**src/rtl/bft_pkg.sv**
```systemverilog
// bft_pkg: BFT packet field layout, control port id and packet builder
package bft_pkg;
    localparam int PACKET_BITS   = 49;
    localparam int PAYLOAD_BITS  = 32;
    localparam int NUM_LEAF_BITS = 3;
    localparam int NUM_PORT_BITS = 4;
    localparam int VALID_BIT     = 48;
    localparam int DST_LEAF_LSB  = 45;
    localparam int DST_PORT_LSB  = 41;
    localparam int SRC_LEAF_LSB  = 38;
    localparam int SRC_PORT_LSB  = 34;
    localparam int PAYLOAD_LSB   = 0;
    localparam logic [NUM_PORT_BITS-1:0] CTRL_PORT = '0;

    function automatic logic [PACKET_BITS-1:0] build_pkt(
        input logic [NUM_LEAF_BITS-1:0] leaf,
        input logic [NUM_PORT_BITS-1:0] port,
        input logic [NUM_LEAF_BITS-1:0] sleaf,
        input logic [NUM_PORT_BITS-1:0] sport,
        input logic [PAYLOAD_BITS-1:0]  payload
    );
        logic [PACKET_BITS-1:0] p;
        p = '0;
        p[VALID_BIT] = 1'b1;
        p[DST_LEAF_LSB +: NUM_LEAF_BITS] = leaf;
        p[DST_PORT_LSB +: NUM_PORT_BITS] = port;
        p[SRC_LEAF_LSB +: NUM_LEAF_BITS] = sleaf;
        p[SRC_PORT_LSB +: NUM_PORT_BITS] = sport;
        p[PAYLOAD_LSB +: PAYLOAD_BITS]   = payload;
        return p;
    endfunction
endpackage

```
**src/rtl/bft_rx_fifo.sv**
```systemverilog
// bft_rx_fifo: synchronous FIFO with wrap-bit pointers for full/empty detection
module bft_rx_fifo #(
    parameter int WIDTH     = 32,
    parameter int ADDR_BITS = 2
) (
    input  logic             clk,
    input  logic             reset,
    input  logic             push_i,
    input  logic [WIDTH-1:0] din_i,
    input  logic             pop_i,
    output logic [WIDTH-1:0] dout_o,
    output logic             full_o,
    output logic             empty_o
);
    localparam int DEPTH = 2 ** ADDR_BITS;
    localparam int PW    = ADDR_BITS + 1;

    logic [WIDTH-1:0] mem_q [DEPTH];
    logic [PW-1:0]    wr_q, wr_d, rd_q, rd_d;
    logic             do_push, do_pop;

    // status from pointer compare; pushes at full and pops at empty are ignored
    always_comb begin
        full_o  = (wr_q[ADDR_BITS] != rd_q[ADDR_BITS]) && (wr_q[ADDR_BITS-1:0] == rd_q[ADDR_BITS-1:0]);
        empty_o = wr_q == rd_q;
        do_push = push_i & ~full_o;
        do_pop  = pop_i & ~empty_o;
        wr_d    = wr_q + PW'(do_push);
        rd_d    = rd_q + PW'(do_pop);
        dout_o  = mem_q[rd_q[ADDR_BITS-1:0]];
    end

    // pointer registers
    always_ff @(posedge clk or posedge reset) begin
        if (reset) begin
            wr_q <= '0;
            rd_q <= '0;
        end else begin
            wr_q <= wr_d;
            rd_q <= rd_d;
        end
    end

    // storage needs no reset: empty pointers hide stale contents
    always_ff @(posedge clk) begin
        if (do_push) mem_q[wr_q[ADDR_BITS-1:0]] <= din_i;
    end
endmodule

```
**src/rtl/bft_stream_endpoint.sv**
```systemverilog
// bft_stream_endpoint: network-side BFT endpoint with credit flow control and resend
module bft_stream_endpoint
    import bft_pkg::*;
#(
    parameter int NUM_BRAM_ADDR_BITS = 7,
    parameter int RX_FIFO_ADDR_BITS  = 2
) (
    input  logic                        clk,
    input  logic                        reset,
    input  logic [PACKET_BITS-1:0]      din_leaf_bft2interface,
    output logic [PACKET_BITS-1:0]      dout_leaf_interface2bft,
    input  logic                        resend,
    output logic                        resend_req,
    input  logic [NUM_LEAF_BITS-1:0]    dst_leaf,
    input  logic [NUM_PORT_BITS-1:0]    dst_port,
    input  logic [NUM_LEAF_BITS-1:0]    src_leaf,
    input  logic [NUM_PORT_BITS-1:0]    src_port,
    input  logic [PAYLOAD_BITS-1:0]     din_user,
    input  logic                        din_vld,
    output logic                        din_ack,
    output logic [PAYLOAD_BITS-1:0]     dout_user,
    output logic                        dout_vld,
    input  logic                        dout_ack,
    output logic [NUM_BRAM_ADDR_BITS:0] credits
);
    localparam int CW = NUM_BRAM_ADDR_BITS + 1;
    localparam int SW = (CW > 8 ? CW : 8) + 1;
    localparam logic [SW-1:0] MAX_CREDITS = SW'(2 ** NUM_BRAM_ADDR_BITS);

    logic [PACKET_BITS-1:0] dout_q, dout_d, last_q, last_d, tx_pkt;
    logic [CW-1:0]          credits_q, credits_d;
    logic [SW-1:0]          sum;
    logic                   resend_req_q, resend_req_d;
    logic                   in_vld, in_ctrl, is_upd, is_data;
    logic                   fifo_full, fifo_empty, push, pop;
    logic                   unused_hdr;

    assign unused_hdr = ^{din_leaf_bft2interface[47:45], din_leaf_bft2interface[40:32]};

    // classify incoming packet, gate TX on credits/resend, update credits with saturation
    always_comb begin
        in_vld       = din_leaf_bft2interface[VALID_BIT];
        in_ctrl      = din_leaf_bft2interface[DST_PORT_LSB +: NUM_PORT_BITS] == CTRL_PORT;
        is_upd       = in_vld & in_ctrl;
        is_data      = in_vld & ~in_ctrl;
        din_ack      = din_vld & (credits_q != '0) & ~resend;
        tx_pkt       = build_pkt(dst_leaf, dst_port, src_leaf, src_port, din_user);
        dout_d       = resend ? last_q : (din_ack ? tx_pkt : '0);
        last_d       = din_ack ? tx_pkt : last_q;
        sum          = SW'(credits_q) - SW'(din_ack) + (is_upd ? SW'(din_leaf_bft2interface[PAYLOAD_LSB +: 8]) : '0);
        credits_d    = sum > MAX_CREDITS ? MAX_CREDITS[CW-1:0] : sum[CW-1:0];
        push         = is_data & ~fifo_full;
        resend_req_d = is_data & fifo_full;
        pop          = dout_vld & dout_ack;
    end

    // TX output, replay copy, credit counter and drop notification
    always_ff @(posedge clk or posedge reset) begin
        if (reset) begin
            dout_q       <= '0;
            last_q       <= '0;
            credits_q    <= MAX_CREDITS[CW-1:0];
            resend_req_q <= 1'b0;
        end else begin
            dout_q       <= dout_d;
            last_q       <= last_d;
            credits_q    <= credits_d;
            resend_req_q <= resend_req_d;
        end
    end

    bft_rx_fifo #(
        .WIDTH    (PAYLOAD_BITS),
        .ADDR_BITS(RX_FIFO_ADDR_BITS)
    ) u_rx_fifo (
        .clk    (clk),
        .reset  (reset),
        .push_i (push),
        .din_i  (din_leaf_bft2interface[PAYLOAD_LSB +: PAYLOAD_BITS]),
        .pop_i  (pop),
        .dout_o (dout_user),
        .full_o (fifo_full),
        .empty_o(fifo_empty)
    );

    assign dout_vld                = ~fifo_empty;
    assign dout_leaf_interface2bft = dout_q;
    assign resend_req              = resend_req_q;
    assign credits                 = credits_q;
endmodule

```
**config.mk**
```make
export PLATFORM = sky130hd
export DESIGN_NAME = bft_stream_endpoint
export DESIGN_NICKNAME = d
export VERILOG_FILES = /design/src/rtl/bft_pkg.sv /design/src/rtl/bft_rx_fifo.sv /design/src/rtl/bft_stream_endpoint.sv
export SDC_FILE = /design/constraint.sdc
export NUM_CORES = 1
export LEC_CHECK = 0
export BUFFER_PORTS_ARGS = -buffer_cell sky130_fd_sc_hd__buf_2
export CAP_MARGIN = 10
export CORE_ASPECT_RATIO = 1.4
export CORE_UTILIZATION = 30
export CTS_BUF_LIST = sky130_fd_sc_hd__clkbuf_4
export CTS_CLUSTER_SIZE = 20
export DETAILED_ROUTE_END_ITERATION = 8
export PLACE_DENSITY = 0.51
export SLEW_MARGIN = 30
export SYNTH_ARGS = -nofsm -noshare
export SYNTH_HDL_FRONTEND = slang
export SYNTH_SLANG_ARGS = --single-unit
```
**constraint.sdc**
```tcl
create_clock -name clk -period 5.3 [get_ports clk]
set_input_delay 0.53 -clock clk [delete_from_list [all_inputs] [get_ports clk]]
set_output_delay 0.53 -clock clk [all_outputs]
set_load 0.005 [all_outputs]
```
==> impl_metrics.yaml, run 1 <==
status:
  status: "completed"
route:
  routed_wl_mm: 19.50
  per_cell_routed_wire_length_um: 16.10
  drt_first_iter_violations: 138
  drt-pass1-iter-count: 4
  detail-route-antenna-nets: 0
  route.detailed.drc: 0
  routed_via_density: 4.551
  detailed_route_via_count: 5511
grt:
  grt_pass1_vias: 6228
  grt-ovfl-total: 0
  grt_first_pass_wirelength_mm: 31.62
  grt_antenna_before_repair: 2
  grt_start_max_net_pins: 96
  grt_util_all_layers_pct: 13.03
timing:
  fin_crit_sh_pct: 64.51
  timing.hold.ws_ns: 0.08759
  setup_slack_ns: 1.881
  fin_skew_ns: 0.03616
  finalWorstPathRequiredPeriod_ns: 3.419
  timing_worst_slew_pin_value_ns: 0.9022
  setup_tns_ns: 0
  relSlewSlack_pct: 39.85
  rsz0062_at_grt: "no"
  timing.final.hold_violations: 0
  setup_viol_count_final: 0
  slew_violations: 0
  fmax_mhz: 292.5
clock_tree:
  clock_sink_count: 237
  cts_tree: "built"
  cts_max_level: 2
  clock_path_buffers: 3
  cts_root_buf: "clkbuf_4"
  clkTransAtPathRegs_ns: 0.07
  clock_latency_ns: 0.69
  cts_buffers: 57
  cts.repair_timing.setup_buffer_count: 0
power:
  vdd_ir_drop_max_mv: 0.2193
  power.density_cell_area_nw_per_um2: 504.6
  leakage_power_nw: 4.898
finish:
  layout.cells.most_common: "buf_2"
  layout.area.seq_um2: 6575
  drive_above_1_share_pct: 44.05
  finish.net_count: 896
  num-fill-cells: 2859
  final_cell_mix: "buf_2, edfxtp_1, dfrtp_1, clkbuf_4, a22o_1"
  area.growth.synth_to_final_pct: 27.20
  multiInputGateArea_um2: 2456
  finalInstanceArea_um2: 11730
worst_setup_path:
  r2r.worst_path.cells: 13
  worst-endpoint-arrival_ns: 4.00
  endpoint_kind: "register"
  worstSetupStartpoint: "din_leaf_bft2interface[42]"
  slowest_stage: "or4_1"
  timing_worst_setup_path_type: "input port to register"
  critPathCapture: "credits[2]$_DFF_PP0_"
  reg2reg_setup_slack_ns: 1.93
  crit_path_cell_trace: "buf_2, or4_1, nor2_1, nand2_1, ha_1, inv_1, ha_1, inv_1, fa_1, nand2b_1, a21oi_1, a21oi_1, o211ai_2, a41oi_2, nor3b_1"
  critical_path.reg2reg.startpoint: "credits[5]$_DFF_PP0_"
  crit-reg2reg-capture: "credits[2]$_DFF_PP0_"
  cp.required_ns: 5.88
  path_max_fanout: 8
  startpoint_type: "input port"
  largest_stage_delay_on_the_critical_path_ns: 0.59
min_path:
  worst_hold_path_type: "input port to register"
floorplanning:
  initial_core_util_pct: 30.62
  num_io_pins: 192
  die_w_um: 150.2
  core_region_area_um2: 30120
  die_height_um: 209.5
  design.die.area_um2: 31460
  std_cell_rows: 75
placement:
  dp_hpwl_mm: 12.90
  gp_congestion: 0.7284
  dpl_cell_area_um2: 10570
  buffer_ports.inserted: 177
  place_worst_setup_slack_ns: 1.162
logic_synthesis:
  synth_edf_count: 128
  ys_seq_area_share_pct: 71.26
  yosys_register_bits: 237
  synth_top_flop_cell: "edfxtp_1"
  synth_area_um2: 9224
  yosys.cell_types.count: 45
  async_reset_ff_share_pct: 45.99
  post_synth.cell_area_avg_um2: 17.84
  syn_inst: 517
  synthesis.yosys.warnings: 0
flow_run:
  max_cap_viols: 0
## sequential cells by signal, summed over array words and instances, names as in the netlist
register,cells
credits,8
dout_leaf_interface2bft,47
last_q,47
resend_req,1
u_rx_fifo.mem_q,128
u_rx_fifo.rd_q,3
u_rx_fifo.wr_q,3
## synthesized netlist by cell type (2+ instances only)
library cell  number  area (µm²)
nand2b_1           3       18.77
nand3_1            2       10.01
mux2_2            45       506.7
a21oi_1            7       35.03
nor3_1             2       10.01
dfrtp_1          108        2703
nor2_1            14       52.55
inv_1             28       105.1
a21o_1             5       37.54
xor2_1             7       61.31
buf_4              2       15.01
mux4_2            32       720.7
xnor2_1            2       17.52
a22o_1            46       402.9
clkbuf_1           8       30.03
edfxtp_1         128        3844
buf_2             15       75.07
nor3b_1            2       15.01
nor4_1             2       12.51
nand2_1           15       56.30
ha_1              20       250.2
## cell type report
type	instances	share of cell area [%]
inverters	28	0.9171
clock inverters	33	1.610
clock buffers	75	4.799
diodes	2	0.04266
multi-input cells	228	20.93
well taps	385	4.106
flip-flops and latches	237	56.04
repair buffers	223	11.55
## logic make-up after synthesis
| logic type | Yosys count | share of synthesized area [%] |
|---|---|---|
| and+or+nand+nor | 51 | 2.808 |
| xor gates and xnor gates | 10 | 1.031 |
| buffers and inverters | 53 | 2.442 |
| other | 1 | 0.04066 |
| DFF | 237 | 71.26 |
| AOI/OAI and AO/OA | 65 | 5.955 |
| adders and majority gates | 21 | 2.930 |
| muxes | 79 | 13.54 |
## layer usage
| layer | track usage, % | vias up | wire, µm |
|---|---|---|---|
| met5 | 0 | - | 0 |
| met1 | 14.19 | 2720 | 7279 |
| met4 | 5.573 | 0 | 541 |
| met2 | 21.95 | 209 | 9642 |
| met3 | 5.543 | 47 | 2038 |
| li1 | - | 2535 | - |
## worst min path at each step
stage                                from                               endpoint  slack [ns]  depth (start not counted)
2_1_floorplan      last_q[48]$_DFFE_PP0N_                 last_q[48]$_DFFE_PP0N_        0.44                          1
3_3_place_gp       last_q[48]$_DFFE_PP0N_                 last_q[48]$_DFFE_PP0N_        0.45                          1
3_5_place_dp       last_q[48]$_DFFE_PP0N_                 last_q[48]$_DFFE_PP0N_        0.46                          1
4_1_cts                      din_user[19]  dout_leaf_interface2bft[19]$_DFF_PP0_     0.00008                          2
5_1_grt                       din_user[8]   dout_leaf_interface2bft[8]$_DFF_PP0_       0.009                          2
6_report       din_leaf_bft2interface[25]       u_rx_fifo.mem_q[1][25]$_DFFE_PP_        0.09                          1
## worst max-delay path, delay by kind of cell
family                   cells  cell delay, ns
AO/OA/AOI/OAI                4            0.69
adder cells (fa/ha/maj)      3            0.87
buffers and inverters        3            0.20
AND/OR/NAND/NOR              5            1.69
## report_power, final
part / internal, mW / total, mW / switching (mW)
registers: 2.44 / 2.67 / 0.229
clock network: 0.769 / 1.49 / 0.719
logic: 0.903 / 1.76 / 0.856
## what timing repair did
item | CTS | global route
hold buffers | 40 | 0
resized for setup | 0 | 0
hold endpoints to repair | 150 | 0
## per-stage QoR
| stage | util, % | total power [mW] | std cells |
|---|---|---|---|
| 4_1_cts | 38.92 | 6.068 | 1209 |
| 3_3_place_gp | 35.00 | 4.432 | 1060 |
| 3_5_place_dp | 35.09 | 4.509 | 1061 |
| 6_report | 38.95 | 5.920 | 1211 |
| 5_1_grt | 38.95 | 6.350 | 1211 |
| 2_1_floorplan | - | 3.821 | 518 |
(Power assumes the default switching activity.)
==> run 2: changes to the inputs <==
==> constraint.sdc (replaced) <==
create_clock -name clk -period 3.5 [get_ports clk]
set_input_delay 0.35 -clock clk [delete_from_list [all_inputs] [get_ports clk]]
set_output_delay 0.35 -clock clk [all_outputs]
set_load 0.005 [all_outputs]
==> run 2 against run 1 <==
  * Core utilization increased by 1.3 points
  * Critical endpoint is now credits[3]$_DFF_PP0_
  * Largest power group unchanged
  * Highest routed layer is now met5
  * Via count increased by 2.9%
  * Sequential share of layout area decreased by 1.8 points
  * Sequential cell count unchanged
  * Sequential power increased by 49%
  * Setup slack got worse by 1.6 ns
  * Register-to-register slack got worse by 1.6 ns
  * Final cell count increased by 2.6%
==> impl_metrics.yaml, run 2 (synthesized netlist as in run 1, its figures left out) <==
status:
  status: "completed"
power:
  report.power.total_mw: 8.987
  vdd_ir_drop_max_mv: 0.3645
  leakage_power_nw: 5.069
  power.density_cell_area_nw_per_um2: 741.4
finish:
  postLayoutCoreUtil_pct: 40.25
  final_cell_mix: "buf_2, edfxtp_1, dfrtp_1, dlygate4sd3_1, clkbuf_4"
  finish.net_count: 942
  layout.cells.most_common: "buf_2"
  num-fill-cells: 2776
  drive_above_1_share_pct: 42.99
  largest_register_ffs: 128
  area.growth.synth_to_final_pct: 31.43
route:
  drt-pass1-iter-count: 4
  length_of_routed_met2_wiring_mm: 10.21
  drt-met1-wl_mm: 7.264
  route.top_layer_used: "met5"
  detail-route-antenna-nets: 0
  detailed_route_via_count: 5669
  routed_wl_mm: 20.01
  routed_via_density: 4.564
  per_cell_routed_wire_length_um: 16.11
  total_met3_wirelength_after_detailed_routing_mm: 2.041
  drt_first_iter_violations: 122
  route.detailed.drc: 0
worst_setup_path:
  endpoint_kind: "register"
  worst-endpoint-arrival_ns: 3.77
  path_max_fanout: 5
  timing_worst_setup_path_type: "register to register"
  cp.required_ns: 4.09
  worst_path_dominant_cell_family: "adder cells"
  startpoint_type: "register"
  critical_path.reg2reg.startpoint: "credits[5]$_DFF_PP0_"
  worstSetupPathDepth: 14
  crit-reg2reg-capture: "credits[3]$_DFF_PP0_"
  slowest_stage: "dfrtp_1"
  r2r.worst_path.cells: 14
  worstPathBufferInverterCount: 3
  crit_path_cell_trace: "nor4_1, buf_4, a21oi_4, ha_1, inv_1, ha_1, inv_1, fa_1, nand2b_1, a21o_1, a32oi_2, xnor2_2, nand2_2, nor2_1"
  largest_stage_delay_on_the_critical_path_ns: 0.41
  reg2reg_setup_slack_ns: 0.31
grt:
  grt_pass1_vias: 6381
  grt_first_pass_wirelength_mm: 31.98
  grt_antenna_before_repair: 2
  grt_util_all_layers_pct: 13.22
  grt_start_max_net_pins: 96
  grt-ovfl-total: 0
flow_run:
  max_cap_viols: 0
clock_tree:
  cts_max_level: 2
  clkTransAtPathRegs_ns: 0.07
  clock_latency_ns: 0.70
  cts_root_buf: "clkbuf_4"
  cts_tree: "built"
  cts.repair_timing.setup_buffer_count: 0
  cts_buffers: 57
  ctsResizeCount: 0
  clock_path_buffers: 3
  clock_sink_count: 237
timing:
  timing_worst_slew_pin_value_ns: 0.8901
  relSlewSlack_pct: 40.66
  fin_crit_sh_pct: 91.04
  timing.final.hold_violations: 0
  slew_violations: 0
  setup_slack_ns: 0.3136
  timing.hold.ws_ns: 0.1151
  setup_tns_ns: 0
  fin_skew_ns: 0.02509
  fmax_mhz: 313.8
  rsz0062_at_grt: "no"
  finalWorstPathRequiredPeriod_ns: 3.186
  setup_viol_count_final: 0
min_path:
  hold_end: "u_rx_fifo.rd_q[0]$_DFF_PP0_"
  worst_hold_path_type: "input port to register"
  hold_path_startpoint: "dout_ack"
  worst_hold_path.num_cells: 3
floorplanning:
  die_w_um: 150.2
  num_io_pins: 192
  initial_core_util_pct: 30.62
  core_region_area_um2: 30120
  design.die.area_um2: 31460
  die_height_um: 209.5
  std_cell_rows: 75
placement:
  place_worst_setup_slack_ns: -0.04148
  gp_congestion: 0.7285
  buffer_ports.inserted: 177
  dp_hpwl_mm: 13.11
## run 2: cell type report
cell class,count,area [µm²],share of cell area (%)
flip-flops and latches,237,6575,54.24
repair buffers,269,1780,14.69
clock inverters,16,125.1,1.032
clock buffers,78,585.6,4.830
diodes,1,2.502,0.02064
inverters,28,110.1,0.9082
multi-input cells,228,2462,20.31
well taps,385,481.7,3.974
## run 2: per-layer routing
layer  vias to the layer above  GRT usage [%]
met1                      2829          13.18
met3                        40          5.978
met5                         -              0
met2                       204          23.64
li1                       2594              -
met4                         2          5.051
## run 2: where the power goes
group | switching [mW] | internal, mW | leakage (nW)
sequential | 0.266 | 3.70 | 2.49
combinational | 1.40 | 1.41 | 2.16
clock | 1.04 | 1.17 | 0.417
## run 2: how the worst max path moves through the flow
stage / start / to / slack [ns]
final: credits[5]$_DFF_PP0_ / credits[3]$_DFF_PP0_ / 0.31
after global routing: credits[3]$_DFF_PP0_ / credits[2]$_DFF_PP0_ / 0.07
after CTS: credits[5]$_DFF_PP0_ / credits[3]$_DFF_PP0_ / 0.27
after detailed placement: din_leaf_bft2interface[42] / credits[3]$_DFF_PP0_ / -0.04
after global placement: din_leaf_bft2interface[42] / credits[2]$_DFF_PP0_ / 0.05
after floorplan: reset / credits[0]$_DFF_PP0_ / 0.28
## run 2: worst reg2reg max path, delay by kind of cell, from the launching register on
family                     cells  cell delay (ns)
adders and majority gates      3             0.88
and+or+nand+nor                4             0.80
AOI/OAI and AO/OA              3             0.51
DFF                            1             0.41
buffers and inverters          3             0.31
xor gates and xnor gates       1             0.19
## run 2: timing repair
item,in CTS,in global routing
hold endpoints to repair,292,0
endpoints found under the setup margin,0,0
hold buffers,80,0
## run 2: per-stage QoR
stage               cell area [µm²]  std cells
finish                        12120       1242
CTS                           12110       1241
detailed placement            10600       1067
global placement              10600       1067
floorplan                      9233        518
global route                  12120       1242
==> run 3: changes to the inputs <==
--- a/config.mk
+++ b/config.mk
@@ -8,11 +8,11 @@
 export BUFFER_PORTS_ARGS = -buffer_cell sky130_fd_sc_hd__buf_2
 export CAP_MARGIN = 10
 export CORE_ASPECT_RATIO = 1.4
-export CORE_UTILIZATION = 30
+export CORE_UTILIZATION = 50
 export CTS_BUF_LIST = sky130_fd_sc_hd__clkbuf_4
 export CTS_CLUSTER_SIZE = 20
 export DETAILED_ROUTE_END_ITERATION = 8
-export PLACE_DENSITY = 0.51
+export PLACE_DENSITY = 0.76
 export SLEW_MARGIN = 30
 export SYNTH_ARGS = -nofsm -noshare
 export SYNTH_HDL_FRONTEND = slang
==> run 3 against run 2 <==
  * Routed wire length fell by 2.9%
  * Hold slack got worse by 0.044 ns
  * Clock-buffer cell count rose by 2
  * Critical endpoint is now credits[6]$_DFF_PP0_
  * Final area fell by 1.6%
  * Highest routed layer is now met4
  * Critical path type unchanged
  * Largest power group unchanged
  * Via count rose by 0.56%
  * Clock skew barely moved
==> impl_metrics.yaml, run 3 (synthesized netlist as in run 1, its figures left out) <==
worst_setup_path:
  worst-endpoint-arrival_ns: 3.78
  crit-reg2reg-capture: "credits[6]$_DFF_PP0_"
  critical_path.reg2reg.startpoint: "credits[3]$_DFF_PP0_"
  largest_stage_delay_on_the_critical_path_ns: 0.49
  startpoint_type: "register"
  endpoint_kind: "register"
  path_max_fanout: 5
  reg2reg_setup_slack_ns: 0.30
  timing_worst_setup_path_type: "register to register"
  cp.required_ns: 4.08
  r2r.worst_path.cells: 13
  crit_path_cell_trace: "nor4_1, a21oi_4, ha_1, inv_1, ha_1, inv_1, fa_1, nand2b_1, a21o_1, a32oi_2, xnor2_2, nand2_2, nor2_1"
  slowest_stage: "nor4_1"
timing:
  rsz0062_at_grt: "no"
  fin_skew_ns: 0.02485
  fin_crit_sh_pct: 91.53
  setup_tns_ns: 0
  timing_worst_slew_pin_value_ns: 0.8559
  fmax_mhz: 312.2
  relSlewSlack_pct: 42.94
  setup_slack_ns: 0.2966
  timing.final.hold_violations: 0
  timing.hold.ws_ns: 0.07071
  setup_viol_count_final: 0
  finalWorstPathRequiredPeriod_ns: 3.203
  slew_violations: 0
clock_tree:
  cts_max_level: 2
  cts_buffers: 56
  cts_tree: "built"
  cts.repair_timing.setup_buffer_count: 0
  clkTransAtPathRegs_ns: 0.07
  clock_latency_ns: 0.66
  hold_fix_buffers_cts: 80
  cts_root_buf: "clkbuf_4"
  clock_path_buffers: 3
  clock_sink_count: 237
  ctsResizeCount: 0
placement:
  buffer_ports.inserted: 177
  post-place-cells: 919
  dp_hpwl_mm: 11.58
  gp_congestion: 0.8309
  place_worst_setup_slack_ns: 0.01687
route:
  drt_first_iter_violations: 275
  detailed_route_via_count: 5701
  routed_wl_mm: 19.43
  detail-route-antenna-nets: 0
  routed_via_density: 5.159
  route.detailed.drc: 0
  drt-pass1-iter-count: 4
  per_cell_routed_wire_length_um: 17.58
flow_run:
  max_cap_viols: 0
min_path:
  hold_path_startpoint: "dout_ack"
  worst_hold_path_type: "input port to register"
  worst_hold_path.num_cells: 3
  hold_end: "u_rx_fifo.rd_q[0]$_DFF_PP0_"
floorplanning:
  initial_core_util_pct: 51.25
  die_w_um: 116.8
  die_height_um: 162.7
  design.die.area_um2: 19000
  core_region_area_um2: 18000
  std_cell_rows: 58
  num_io_pins: 192
finish:
  non_filler_cells_in_the_finished_layout: 1105
  layout.area.seq_um2: 6574
  area.growth.synth_to_final_pct: 29.31
  multiInputGateArea_um2: 2462
  layout.cells.most_common: "buf_2"
  largest_register_ffs: 128
  drive_above_1_share_pct: 42.01
  num-fill-cells: 1295
  finish.net_count: 938
  postLayoutCoreUtil_pct: 66.27
  final_cell_mix: "buf_2, edfxtp_1, dfrtp_1, clkbuf_4, dlygate4sd3_1"
status:
  status: "completed"
grt:
  grt_pass1_vias: 6382
  grt_start_max_net_pins: 96
  grt-ovfl-total: 0
  grt_util_all_layers_pct: 21.57
  grt_antenna_before_repair: 1
  grt_first_pass_wirelength_mm: 31.20
power:
  vdd_ir_drop_max_mv: 0.3706
  leakage_power_nw: 5.062
  power.density_cell_area_nw_per_um2: 747.9
## run 3: changes by cell type in the layout (fill, tap and decap cells not counted), sizes merged
cell and change:
buf -3, bufinv -2, clkbuf +2, clkinv +10, clkinvlp -1, inv +2
## run 3: how the worst max path moves through the flow
stage	to	start	slack (ns)
finish	credits[6]$_DFF_PP0_	credits[3]$_DFF_PP0_	0.30
global route	credits[2]$_DFF_PP0_	credits[3]$_DFF_PP0_	0.05
CTS	credits[6]$_DFF_PP0_	credits[3]$_DFF_PP0_	0.29
detailed placement	credits[6]$_DFF_PP0_	din_leaf_bft2interface[42]	0.02
global placement	credits[6]$_DFF_PP0_	din_leaf_bft2interface[42]	0.1
floorplan	credits[0]$_DFF_PP0_	reset	0.28
## run 3: critical path, delay by kind of cell, from the launching register on
family          cells  cell delay, ns
compound gates      3            0.55
fa+ha+maj           3            0.87
xor+xnor            1            0.19
flops               1            0.42
simple gates        4            0.97
buf+inv             2            0.12
## run 3: area by class of cell
class	instances	area share (%)
Tap cell	240	2.518
Clock buffer	80	5.035
Multi-Input combinational cell	228	20.64
Timing Repair Buffer	266	14.91
Inverter	28	0.9231
Sequential cell	237	55.11
Clock inverter	25	0.8392
Antenna cell	1	0.02098
## run 3: through the flow
stage / area (µm²) / total power, mW
global placement: 10390 / 6.628
floorplan: 9233 / 5.786
detailed placement: 10420 / 6.785
CTS: 11920 / 8.998
finish: 11930 / 8.921
global route: 11930 / 9.486
## run 3: per-layer routing
layer	part of all wire [%]	vias to the layer above	global-route usage (%)	wire length (µm)
li1	-	2605	-	-
met5	0	-	0	0
met4	2.2	0	8.573	436
met2	54	198	38.14	10400
met1	37	2860	23.72	7117
met3	7.6	38	6.848	1476
## run 3: report_power, final
part           internal, mW  leakage (nW)  switching, mW  total (mW)
combinational          1.41          2.15           1.41        2.82
clock                  1.06         0.418           1.06        2.12
sequential             3.70          2.49          0.277        3.98
